[src/rtl/minterm_enc_pkg.sv]
// Shared types and helpers for the minterm/maxterm list encoder.
package minterm_enc_pkg;

  typedef enum logic {
    IDLE = 1'b0,
    EMIT = 1'b1
  } state_e;

  localparam int DEFAULT_WIDTH = 8;
  // Widest truth table the popcount helper can count.
  localparam int MAX_W = 64;

  function automatic int unsigned popcount(input logic [MAX_W-1:0] v);
    int unsigned cnt;
    cnt = 0;
    for (int i = 0; i < MAX_W; i++) begin
      cnt = cnt + 32'(v[i]);
    end
    return cnt;
  endfunction

endpackage

[src/rtl/lsb_priority_enc.sv]
// Combinational lowest-set-bit encoder: index, one-hot of that bit, any/single flags.
module lsb_priority_enc #(
  parameter  int WIDTH = 8,
  localparam int IDX_W = $clog2(WIDTH)
) (
  input  logic [WIDTH-1:0] mask,
  output logic [IDX_W-1:0] idx,
  output logic [WIDTH-1:0] onehot,
  output logic             any,
  output logic             single
);

  // Scan from the top so the lowest set bit is the last one written.
  always_comb begin
    idx = '0;
    for (int i = WIDTH - 1; i >= 0; i--) begin
      if (mask[i]) idx = IDX_W'(i);
    end
  end

  assign onehot = mask & (~mask + WIDTH'(1));
  assign any    = |mask;
  assign single = any && ((mask & ~onehot) == '0);

endmodule

[src/rtl/minterm_list_encoder.sv]
// Serialises a truth-table word into its ascending minterm (SOP) or maxterm (POS) index list.
module minterm_list_encoder
  import minterm_enc_pkg::*;
#(
  parameter  int WIDTH = DEFAULT_WIDTH,
  localparam int IDX_W = $clog2(WIDTH)
) (
  input  logic             clk,
  input  logic             rst_n,
  input  logic             in_valid,
  output logic             in_ready,
  input  logic [WIDTH-1:0] in_truth,
  input  logic             in_pos,
  output logic             out_valid,
  input  logic             out_ready,
  output logic [IDX_W-1:0] out_idx,
  output logic             out_last,
  output logic             out_empty,
  output logic [IDX_W:0]   out_count
);

  state_e             state_q, state_d;
  logic [WIDTH-1:0]   mask_q, mask_d;
  logic [IDX_W:0]     count_q, count_d;

  logic [IDX_W-1:0]   pe_idx;
  logic [WIDTH-1:0]   pe_onehot;
  logic               pe_any;
  logic               pe_single;
  logic [WIDTH-1:0]   load_mask;
  logic               emit;

  lsb_priority_enc #(.WIDTH(WIDTH)) u_pe (
    .mask   (mask_q),
    .idx    (pe_idx),
    .onehot (pe_onehot),
    .any    (pe_any),
    .single (pe_single)
  );

  assign emit      = (state_q == EMIT);
  assign load_mask = in_pos ? ~in_truth : in_truth;

  // Every output comes from registered state/mask/count only.
  assign in_ready  = !emit;
  assign out_valid = emit;
  assign out_idx   = pe_idx;
  assign out_last  = emit && (pe_single || !pe_any);
  assign out_empty = emit && !pe_any;
  assign out_count = count_q;

  always_comb begin
    state_d = state_q;
    mask_d  = mask_q;
    count_d = count_q;
    case (state_q)
      IDLE: begin
        if (in_valid) begin
          mask_d  = load_mask;
          count_d = (IDX_W + 1)'(popcount(MAX_W'(load_mask)));
          state_d = EMIT;
        end
      end
      EMIT: begin
        if (out_ready) begin
          mask_d = mask_q & ~pe_onehot;
          if (out_last) state_d = IDLE;
        end
      end
      default: state_d = IDLE;
    endcase
  end

  always_ff @(posedge clk or negedge rst_n) begin
    if (!rst_n) begin
      state_q <= IDLE;
      mask_q  <= '0;
      count_q <= '0;
    end else begin
      state_q <= state_d;
      mask_q  <= mask_d;
      count_q <= count_d;
    end
  end

endmodule

[config.mk]
export PLATFORM = sky130hd
export DESIGN_NAME = minterm_list_encoder
export DESIGN_NICKNAME = d
export VERILOG_FILES = /design/src/rtl/minterm_enc_pkg.sv /design/src/rtl/lsb_priority_enc.sv /design/src/rtl/minterm_list_encoder.sv
export SDC_FILE = /design/constraint.sdc
export NUM_CORES = 1
export LEC_CHECK = 0
export BUFFER_PORTS_ARGS = -buffer_cell sky130_fd_sc_hd__buf_2
export CAP_MARGIN = 20
export CORE_MARGIN = 1
export CORE_UTILIZATION = 40
export CTS_CLUSTER_DIAMETER = 60
export DETAILED_ROUTE_END_ITERATION = 12
export GPL_TIMING_DRIVEN = 0
export PLACE_DENSITY = 0.65
export SYNTH_ARGS = -nofsm -noshare
export SYNTH_HDL_FRONTEND = slang
export SYNTH_SLANG_ARGS = --single-unit
[constraint.sdc]
create_clock -name clk -period 2.9 [get_ports clk]
set_input_delay 0.58 -clock clk [delete_from_list [all_inputs] [get_ports clk]]
set_output_delay 0.58 -clock clk [all_outputs]
set_load 0.01 [all_outputs]
Word-level counts from Yosys, hierarchy flattened --
Index checks and enable logic that the tools add are counted.
Word-level totals: register bits 13, input bits 13, output and inout bits 11, logic and storage cells 45
Operators by class: add/subtract/negate cells 8, equality and inequality tests 2, multiplexer cells 16, bitwise gates (word level) 6, reductions and logical operators 10
Operators by type and width (count):
- 2-to-1 mux 3 bit | 8
- 2-to-1 mux 8 bit | 3
- inverter 8 bit | 3
- adder 4 x 1 -> 4 bit | 4
- bitwise AND 8 bit | 2
- one-hot mux 8 bit (2 select lines) | 1
- adder 8 x 1 -> 8 bit, second input constant | 1
- zero test 8 bit | 1
- OR reduction 8 bit | 1
- adder 3 x 1 -> 4 bit | 1
- inequality test 2 bit, second input constant | 2
- AND reduction 2 bit | 2
- adder 2 x 1 -> 3 bit | 1
- logical AND 1 bit | 3
- 2-to-1 mux 1 bit | 3
- adder 1 x 1 -> 2 bit | 1
- zero test 1 bit | 2
- one-hot mux 1 bit (2 select lines) | 1
- logical OR 1 bit | 1
- inverter 1 bit | 1

Depth between registers and ports, before layout --
Gate-level depths: netlist of run 1.
depth in word-level cells 12, depth in mapped cells 12, mapped depth without buffers 11

Hierarchy --
Synthesis of run 1 repeated with hierarchy kept, for this count alone.
Second synthesis, totals: cells, all modules 119, area, all modules 1032.2 µm²
By module, submodules not included:
- minterm_list_encoder | instances 1, cells an instance 81, area each 809.5 µm², sequential area each 325.3 µm²
- lsb_priority_enc | instances 1, cells an instance 38, area each 222.7 µm², sequential area each 0.0 µm²

Worst setup path before layout of run 1 --
No wires, ideal clock.
path type input-to-reg, start point in in_pos, end point reg count_q[1] (netlist: out_count[1]), setup time 0.083 ns, arrival 3.411 ns, data required time 2.817 ns, setup slack -0.594 ns, cell stages on the path 11, buffers on the path 1, path through buf_2 xor2_1 fa_1 fa_1 inv_1 fa_1 inv_1 ha_1 inv_1 fa_1 o21ai_0
Between the ends: longest elaborated chain between the ends 8
Ends and longest elaborated chain:
- start: declaration | line minterm_list_encoder.sv:13 | input logic in_pos,
- 2-to-1 mux 8 bit (*) | line minterm_list_encoder.sv:42 | assign load_mask = in_pos ? ~in_truth : in_truth;
- adder 1 x 1 -> 2 bit | line minterm_enc_pkg.sv:17 | cnt = cnt + 32'(v[i]);
- adder 2 x 1 -> 3 bit | line minterm_enc_pkg.sv:17
- adder 3 x 1 -> 4 bit | line minterm_enc_pkg.sv:17
- adder 4 x 1 -> 4 bit (3 in a row) | line minterm_enc_pkg.sv:17
- adder 4 x 1 -> 4 bit (*) | line minterm_enc_pkg.sv:17
- end signal: assignment | line minterm_list_encoder.sv:82 | count_q <= count_d;
- end: declaration | line minterm_list_encoder.sv:24 | logic [IDX_W:0] count_q, count_d;
Mark *: on every way between the ends. The rest lies on a longest branch, timed or not. A chain may end at the register's enable or synchronous reset.

Worst setup path after layout of run 1 --
start point in in_truth[1], end point reg count_q[1] (netlist: out_count[1])
Between the ends: longest elaborated chain between the ends 9
Ends and longest elaborated chain:
- start: declaration | line minterm_list_encoder.sv:12 | input logic [WIDTH-1:0] in_truth,
- inverter 8 bit | line minterm_list_encoder.sv:42
- 2-to-1 mux 8 bit (*) | line minterm_list_encoder.sv:42
- adder 1 x 1 -> 2 bit (*) | line minterm_enc_pkg.sv:17
- adder 2 x 1 -> 3 bit (*) | line minterm_enc_pkg.sv:17
- adder 3 x 1 -> 4 bit (*) | line minterm_enc_pkg.sv:17
- adder 4 x 1 -> 4 bit (*) (4 in a row) | line minterm_enc_pkg.sv:17
Marked as above.

==> out/results.ini, run 1 <==
[drt]
drt-met1-wl_microns=961
ant_nets=0
wl_met3_microns=82
dr.first_iter.drc_count=23
highest_layer=met4
firstDrtPassIters=4
met2_wirelength_mm=1.02
avgRoutedWirePerCell_microns=12.3
vias=871
routed_wl_mm=2.09
remaining_drc_errors=0
avgViaCountPerCell=5.15

[die]
die_w_microns=50.6
ios=24
initial_core_util=0.426
core-area_sq_um=2210
num_rows=17
die_h_microns=50.6
die-area_sq_um=2560

[timing]
period_share=1.03
setup_slack_ns=-0.0993
setup_violations=2
fmax_ghz=0.333
fin_crit_ns=3.00
rsz0062_at_grt=true
tightest_slew_ns=0.588
fin_tns_setup_ns=-0.162
skew_ns=0.000284
finalHoldViolCount=0
timing.slew.headroom=0.604
slew_violations=0

[global_route]
overflow=0
grt_pass1_wl_mm=3.58
grt_usage=0.184
grt_max_degree=14
antenna_found_initial=0
first_global_vias=842

[finish]
antenna_cells=0
drive_above_1_share=0.270
layout.cells.non_filler=169
final_common_cell=buf_2
fin_util=0.540
area_growth_pct=26.5
stdcell_area_sq_um=1190
finish.net_count=162
layout_common_cells=buf_2 (23), nand2_1 (22), dfrtp_1 (13)

[outcome]
status=finished with violations
violations=negative setup slack

[yosys]
synthMuxAreaShare=0
synth_seq_cells=13
yosysSeqAreaShare=0.345
synth_fa_ha_area_frac=0.125
ys_types=30
synthXorXnorAreaFrac=0.0836
yosys.area_share.simple=0.196
syn_area_per_cell_sq_um=8.35
synth_cells=113
synth_compound_area_frac=0.191
syn_area_sq_um=943
syn_nets=133
ys_warn_count=0
synth_top_family_by_area=simple AND/OR/NAND/NOR gates

[setup_path]
crit_arrival_ns=3.16
required_ns=3.07
crit_type=input pin to flip-flop
startpoint_type=input pin
critPathCaptureType=flip-flop
crit_path_max_fanout=2

[clock_network]
clk_pin_slew_ns=0.07
cts_hold_buf=0
cts_sinks=13
numCtsBuffers=3
cts_max_level=1
root_buffer=clkbuf_4
cts_tree=built
cts.path.max_buffers=2
clk_latency_ns=0.28

[run]
maxCapViolCount=0

[power_and_ir_drop]
leakagePower_nw=0.571
peakVddDrop_v=0.000410
totalPowerFinal_mw=1.21
power_density_nw_per_um2=1010

[place]
port_buffers=22
postPlaceCellArea_sq_um=1130
gp_congestion=0.830
hpwl_mm=1.65
placed_cells=163

[min_path]
hp-class=input pin to asynchronous set/reset pin

==> report_power, final <==
part           switching (mW)  internal (mW)
Clock                  0.0574         0.0534
Sequential             0.0891          0.261
Combinational           0.418          0.328
Total                   0.564          0.642
==> sequential cells by signal (all words and copies together) (netlist names) <==
name	cells
out_valid	1
out_count	4
mask_q	8
==> metal layers <==
metal,vias to the layer above,track usage
met1,401,0.236
met5,-,0
met2,29,0.322
li1,439,-
met4,0,0.0556
met3,2,0.0182
==> cell families (layout without fill, tap and decap cells) <==
| kind of cell | Yosys count | in the layout |
|---|---|---|
| simple gates | 40 | 40 |
| xor+xnor | 9 | 9 |
| flops | 13 | 13 |
| buf+inv | 14 | 42 |
| fa+ha+maj | 7 | 7 |
| compound gates | 30 | 30 |
==> stage by stage <==
stage,hold WS [ns],setup slack [ns]
finish,0.173,-0.0993
global route,0.187,-0.180
CTS,0.181,-0.119
detailed placement,0.471,-0.419
global placement,0.458,-0.409
floorplan,0.284,-0.327
==> final cells by class <==
| class | count | area, sq um |
|---|---|---|
| tap | 28 | 35.0 |
| clock buffer | 4 | 26.3 |
| timing repair buffer | 24 | 135 |
| multi-input combinational | 86 | 601 |
| sequential | 13 | 325 |
| fill | 222 | 1020 |
| inverter | 10 | 37.5 |
| buffer | 4 | 33.8 |
==> worst max-delay path: stages <==
cell     delay, ns
buf_8         0.10
xor2_4        0.18
fa_1          0.49
fa_1          0.49
inv_1         0.05
fa_1          0.42
inv_1         0.07
ha_2          0.19
inv_2         0.04
fa_2          0.52
o21ai_1       0.05
==> repair_timing <==
item	4_1_cts	5_1_grt
pin swaps	2	2
gates resized for setup	2	3
endpoints found under the setup margin	2	2
buffers inserted	2	0
==> worst paths after layout <==
path                                          start                  endpoint  slack [ns]  cells past startpoint
setup / recovery                        in_truth[1]  out_count[1]$_DFFE_PN0P_        -0.1                     11
hold / removal                                rst_n       out_valid$_DFF_PN0_        0.17                      1
setup reg to reg              mask_q[1]$_DFFE_PN0P_     mask_q[5]$_DFFE_PN0P_        1.25                      4
hold reg to reg            out_count[0]$_DFFE_PN0P_  out_count[0]$_DFFE_PN0P_        0.49                      2
max in group asynchronous                     rst_n     mask_q[1]$_DFFE_PN0P_        2.50                      1
min in group clk           out_count[0]$_DFFE_PN0P_  out_count[0]$_DFFE_PN0P_        0.49                      2
==> cell usage after synthesis <==
library cell,number,area share
buf_2,3,0.016
ha_1,3,0.040
and2_2,1,0.0080
o41ai_1,1,0.0093
nor4_1,2,0.013
o31ai_1,1,0.0080
a211oi_1,2,0.016
inv_1,10,0.040
and3_1,1,0.0066
o21ai_1,2,0.011
a31o_2,1,0.0093
o311ai_0,1,0.0093
a21oi_1,8,0.042
o21ai_0,9,0.048
nand2_1,22,0.088
xor2_1,7,0.065
nand4b_1,1,0.0093
a31oi_1,3,0.020
nor2b_1,1,0.0066
clkbuf_1,1,0.0040
nor2_1,5,0.020
fa_1,4,0.085
xnor2_1,2,0.019
or4_1,1,0.0080
or3b_1,1,0.0093
nor3_1,4,0.021
dfrtp_1,13,0.34
o311a_1,1,0.011
nand2b_1,1,0.0066
o21a_1,1,0.0080
Note: power is estimated with default switching activity, not from simulation.
==> run 2, diff against run 1 <==
BUFFER_PORTS_ARGS = -buffer_cell sky130_fd_sc_hd__clkbuf_2   (was -buffer_cell sky130_fd_sc_hd__buf_2)
==> run 2 against run 1 <==
Net effect:
- the run still ends with negative setup slack left
- largest power group unchanged
- routed wire length down 1.0%
- utilization decreased by 0.62 points
- highest routed layer unchanged
- global-route usage shrank 0.17 points
- non-clock buffer count fell by 2
- clock skew is 0.0019 ns higher
==> out/results.ini, run 2 (synthesis gave the netlist of run 1 again) <==
[timing]
worst_hold_slack_ns=0.181  ; +0.00839 ns
setup_violations=2  ; unchanged
setup_slack_ns=-0.105  ; -0.00564 ns
period_share=1.04  ; +0.00195
rsz0062_at_grt=true
skew_ns=0.00215  ; +0.00187 ns
slew_violations=0  ; unchanged
fin_crit_ns=3.00  ; +0.00564 ns
finalHoldViolCount=0  ; unchanged
tightest_slew_ns=0.642  ; +0.0537 ns
fmax_ghz=0.333  ; -0.19%
timing.slew.headroom=0.568  ; -0.0361

[die]
die_h_microns=50.6  ; unchanged
initial_core_util=0.426  ; unchanged
num_rows=17  ; unchanged
die_w_microns=50.6  ; unchanged
ios=24  ; unchanged
die-area_sq_um=2560  ; unchanged
core-area_sq_um=2210  ; unchanged

[finish]
drive_above_1_share=0.259  ; -0.0105
area_growth_pct=25.1
layout_common_cells=nand2_1 (22), clkbuf_2 (22), dfrtp_1 (13)
seqCellArea_sq_um=325  ; unchanged
multiInputGateArea_sq_um=612  ; +1.9%
num-fill-cells=214  ; -3.6%
finish.net_count=160  ; -1.2%
largest_reg_flops=8  ; unchanged
top_register=mask_q
fin_util=0.533  ; -0.00622
antenna_cells=0  ; unchanged

[drt]
avgViaCountPerCell=5.18  ; +0.50%
ant_nets=0  ; unchanged
routed_wl_mm=2.07  ; -1.0%
dr.first_iter.drc_count=22  ; -4.3%
vias=865  ; -0.69%
firstDrtPassIters=4  ; unchanged
avgRoutedWirePerCell_microns=12.4  ; +0.18%
remaining_drc_errors=0  ; unchanged

[global_route]
grt_max_degree=14  ; unchanged
first_global_vias=783  ; -7.0%
overflow=0  ; unchanged
antenna_found_initial=0  ; unchanged
grt_usage=0.182  ; -0.00175
grt_pass1_wl_mm=3.49  ; -2.5%

[power_and_ir_drop]
clockPowerShare=0.095  ; +0.003
internal_power_mw=0.631  ; -1.7%
leakagePower_nw=0.559  ; -2.0%
p_seq_frac=0.293  ; +0.003
power_density_nw_per_um2=1020  ; +0.87%
peakVddDrop_v=0.000476  ; +16%
switchingPower_mw=0.572  ; +1.4%
power_switching_share=0.475  ; +0.00772
comb_power_share=0.612  ; -0.006

[run]
maxCapViolCount=0  ; unchanged

[clock_network]
cts_sinks=13  ; unchanged
cts.path.max_buffers=2  ; unchanged
root_buffer=clkbuf_4
post_cts_buffers=0  ; -2
clk_pin_slew_ns=0.08  ; about the same
numCtsBuffers=3  ; unchanged
clk_latency_ns=0.28  ; about the same
cts_max_level=1  ; unchanged
cts_tree=built

[setup_path]
crit_type=input pin to flip-flop
crit_chain=buf_12, xor2_2, fa_1, fa_1, inv_1, fa_1, inv_1, ha_2, inv_2, fa_2, o21ai_1
crit_top_cell=fa_1
slowest_stage=fa_2
crit_arrival_ns=3.17  ; about the same
crit_path_max_fanout=8  ; +6
required_ns=3.07  ; about the same
startpoint_type=input pin
critical_path.max_stage_delay_ns=0.51  ; about the same
critPathCaptureType=flip-flop

[place]
port_buffers=22  ; unchanged
hpwl_mm=1.59  ; -3.6%
gp_congestion=0.833  ; +0.29%
place_ws_ns=-0.415  ; +0.00366 ns

[outcome]
violations=negative setup slack
status=finished with violations

[min_path]
hp-class=input pin to asynchronous set/reset pin

==> run 2: cell types whose count changed in the layout (fill, tap and decap cells not counted) <==
| cell | delta |
|---|---|
| clkbuf_2 | +22 |
| xor2_4 | +1 |
| buf_4 | -2 |
| xor2_2 | -1 |
| buf_2 | -21 |
| buf_8 | -1 |
==> run 2: critical path: cells and delay by family <==
family | cells | cell delay, ns
AO/OA/AOI/OAI | 1 | 0.06
buffers and inverters | 4 | 0.29
adder cells (fa/ha/maj) | 5 | 2.10
XOR/XNOR | 1 | 0.16
==> run 2: worst paths after layout <==
path | startpoint | endpoint | cells after the start | slack, ns
worst max-delay path | in_pos | out_count[1]$_DFFE_PN0P_ | 11 | -0.10
worst min-delay path | rst_n | out_valid$_DFF_PN0_ | 1 | 0.18
worst min register to register | out_count[0]$_DFFE_PN0P_ | out_count[0]$_DFFE_PN0P_ | 2 | 0.49
worst max register to register | mask_q[1]$_DFFE_PN0P_ | mask_q[5]$_DFFE_PN0P_ | 4 | 1.22
min in group clk | out_count[0]$_DFFE_PN0P_ | out_count[0]$_DFFE_PN0P_ | 2 | 0.49
max in group asynchronous | rst_n | mask_q[1]$_DFFE_PN0P_ | 1 | 2.47
==> run 2: power by group through the flow <==
stage               clock, mW  combinational (mW)  sequential [mW]
CTS                     0.116               0.731            0.350
global placement            0               0.720            0.353
global route            0.121               0.841            0.367
finish                  0.115               0.736            0.353
detailed placement          0               0.724            0.353
floorplan                   0               0.509            0.348
==> run 2: layer usage <==
layer | vias up | share of wire | wire length [microns] | track usage
met4 | 0 | 0.020 | 42 | 0.0833
li1 | 440 | - | - | -
met1 | 388 | 0.47 | 966 | 0.255
met3 | 5 | 0.060 | 123 | 0.0182
met2 | 32 | 0.45 | 933 | 0.280
met5 | - | 0 | 0 | 0
==> run 2: what timing repair did <==
| action | CTS | global route |
|---|---|---|
| gates resized for setup | 0 | 3 |
| hold buffers | 0 | 0 |
| setup endpoints to repair | 2 | 2 |
==> run 2: per-stage QoR <==
stage | area, sq um | total power, mW | cells | setup TNS [ns]
after floorplan | 986 | 0.857 | 113 | -0.637
after global placement | 1130 | 1.07 | 163 | -0.835
after detailed placement | 1130 | 1.08 | 163 | -0.872
after CTS | 1160 | 1.20 | 167 | -0.218
after global routing | 1180 | 1.33 | 167 | -0.370
final | 1180 | 1.20 | 167 | -0.174
==> run 2: layout make-up <==
| type | instances | share of cell area |
|---|---|---|
| Buffer | 4 | 0.0286 |
| Clock buffer | 4 | 0.0223 |
| Inverter | 10 | 0.0318 |
| Multi-Input combinational cell | 86 | 0.519 |
| Sequential cell | 13 | 0.276 |
| Tap cell | 28 | 0.0297 |
| Timing Repair Buffer | 22 | 0.0933 |
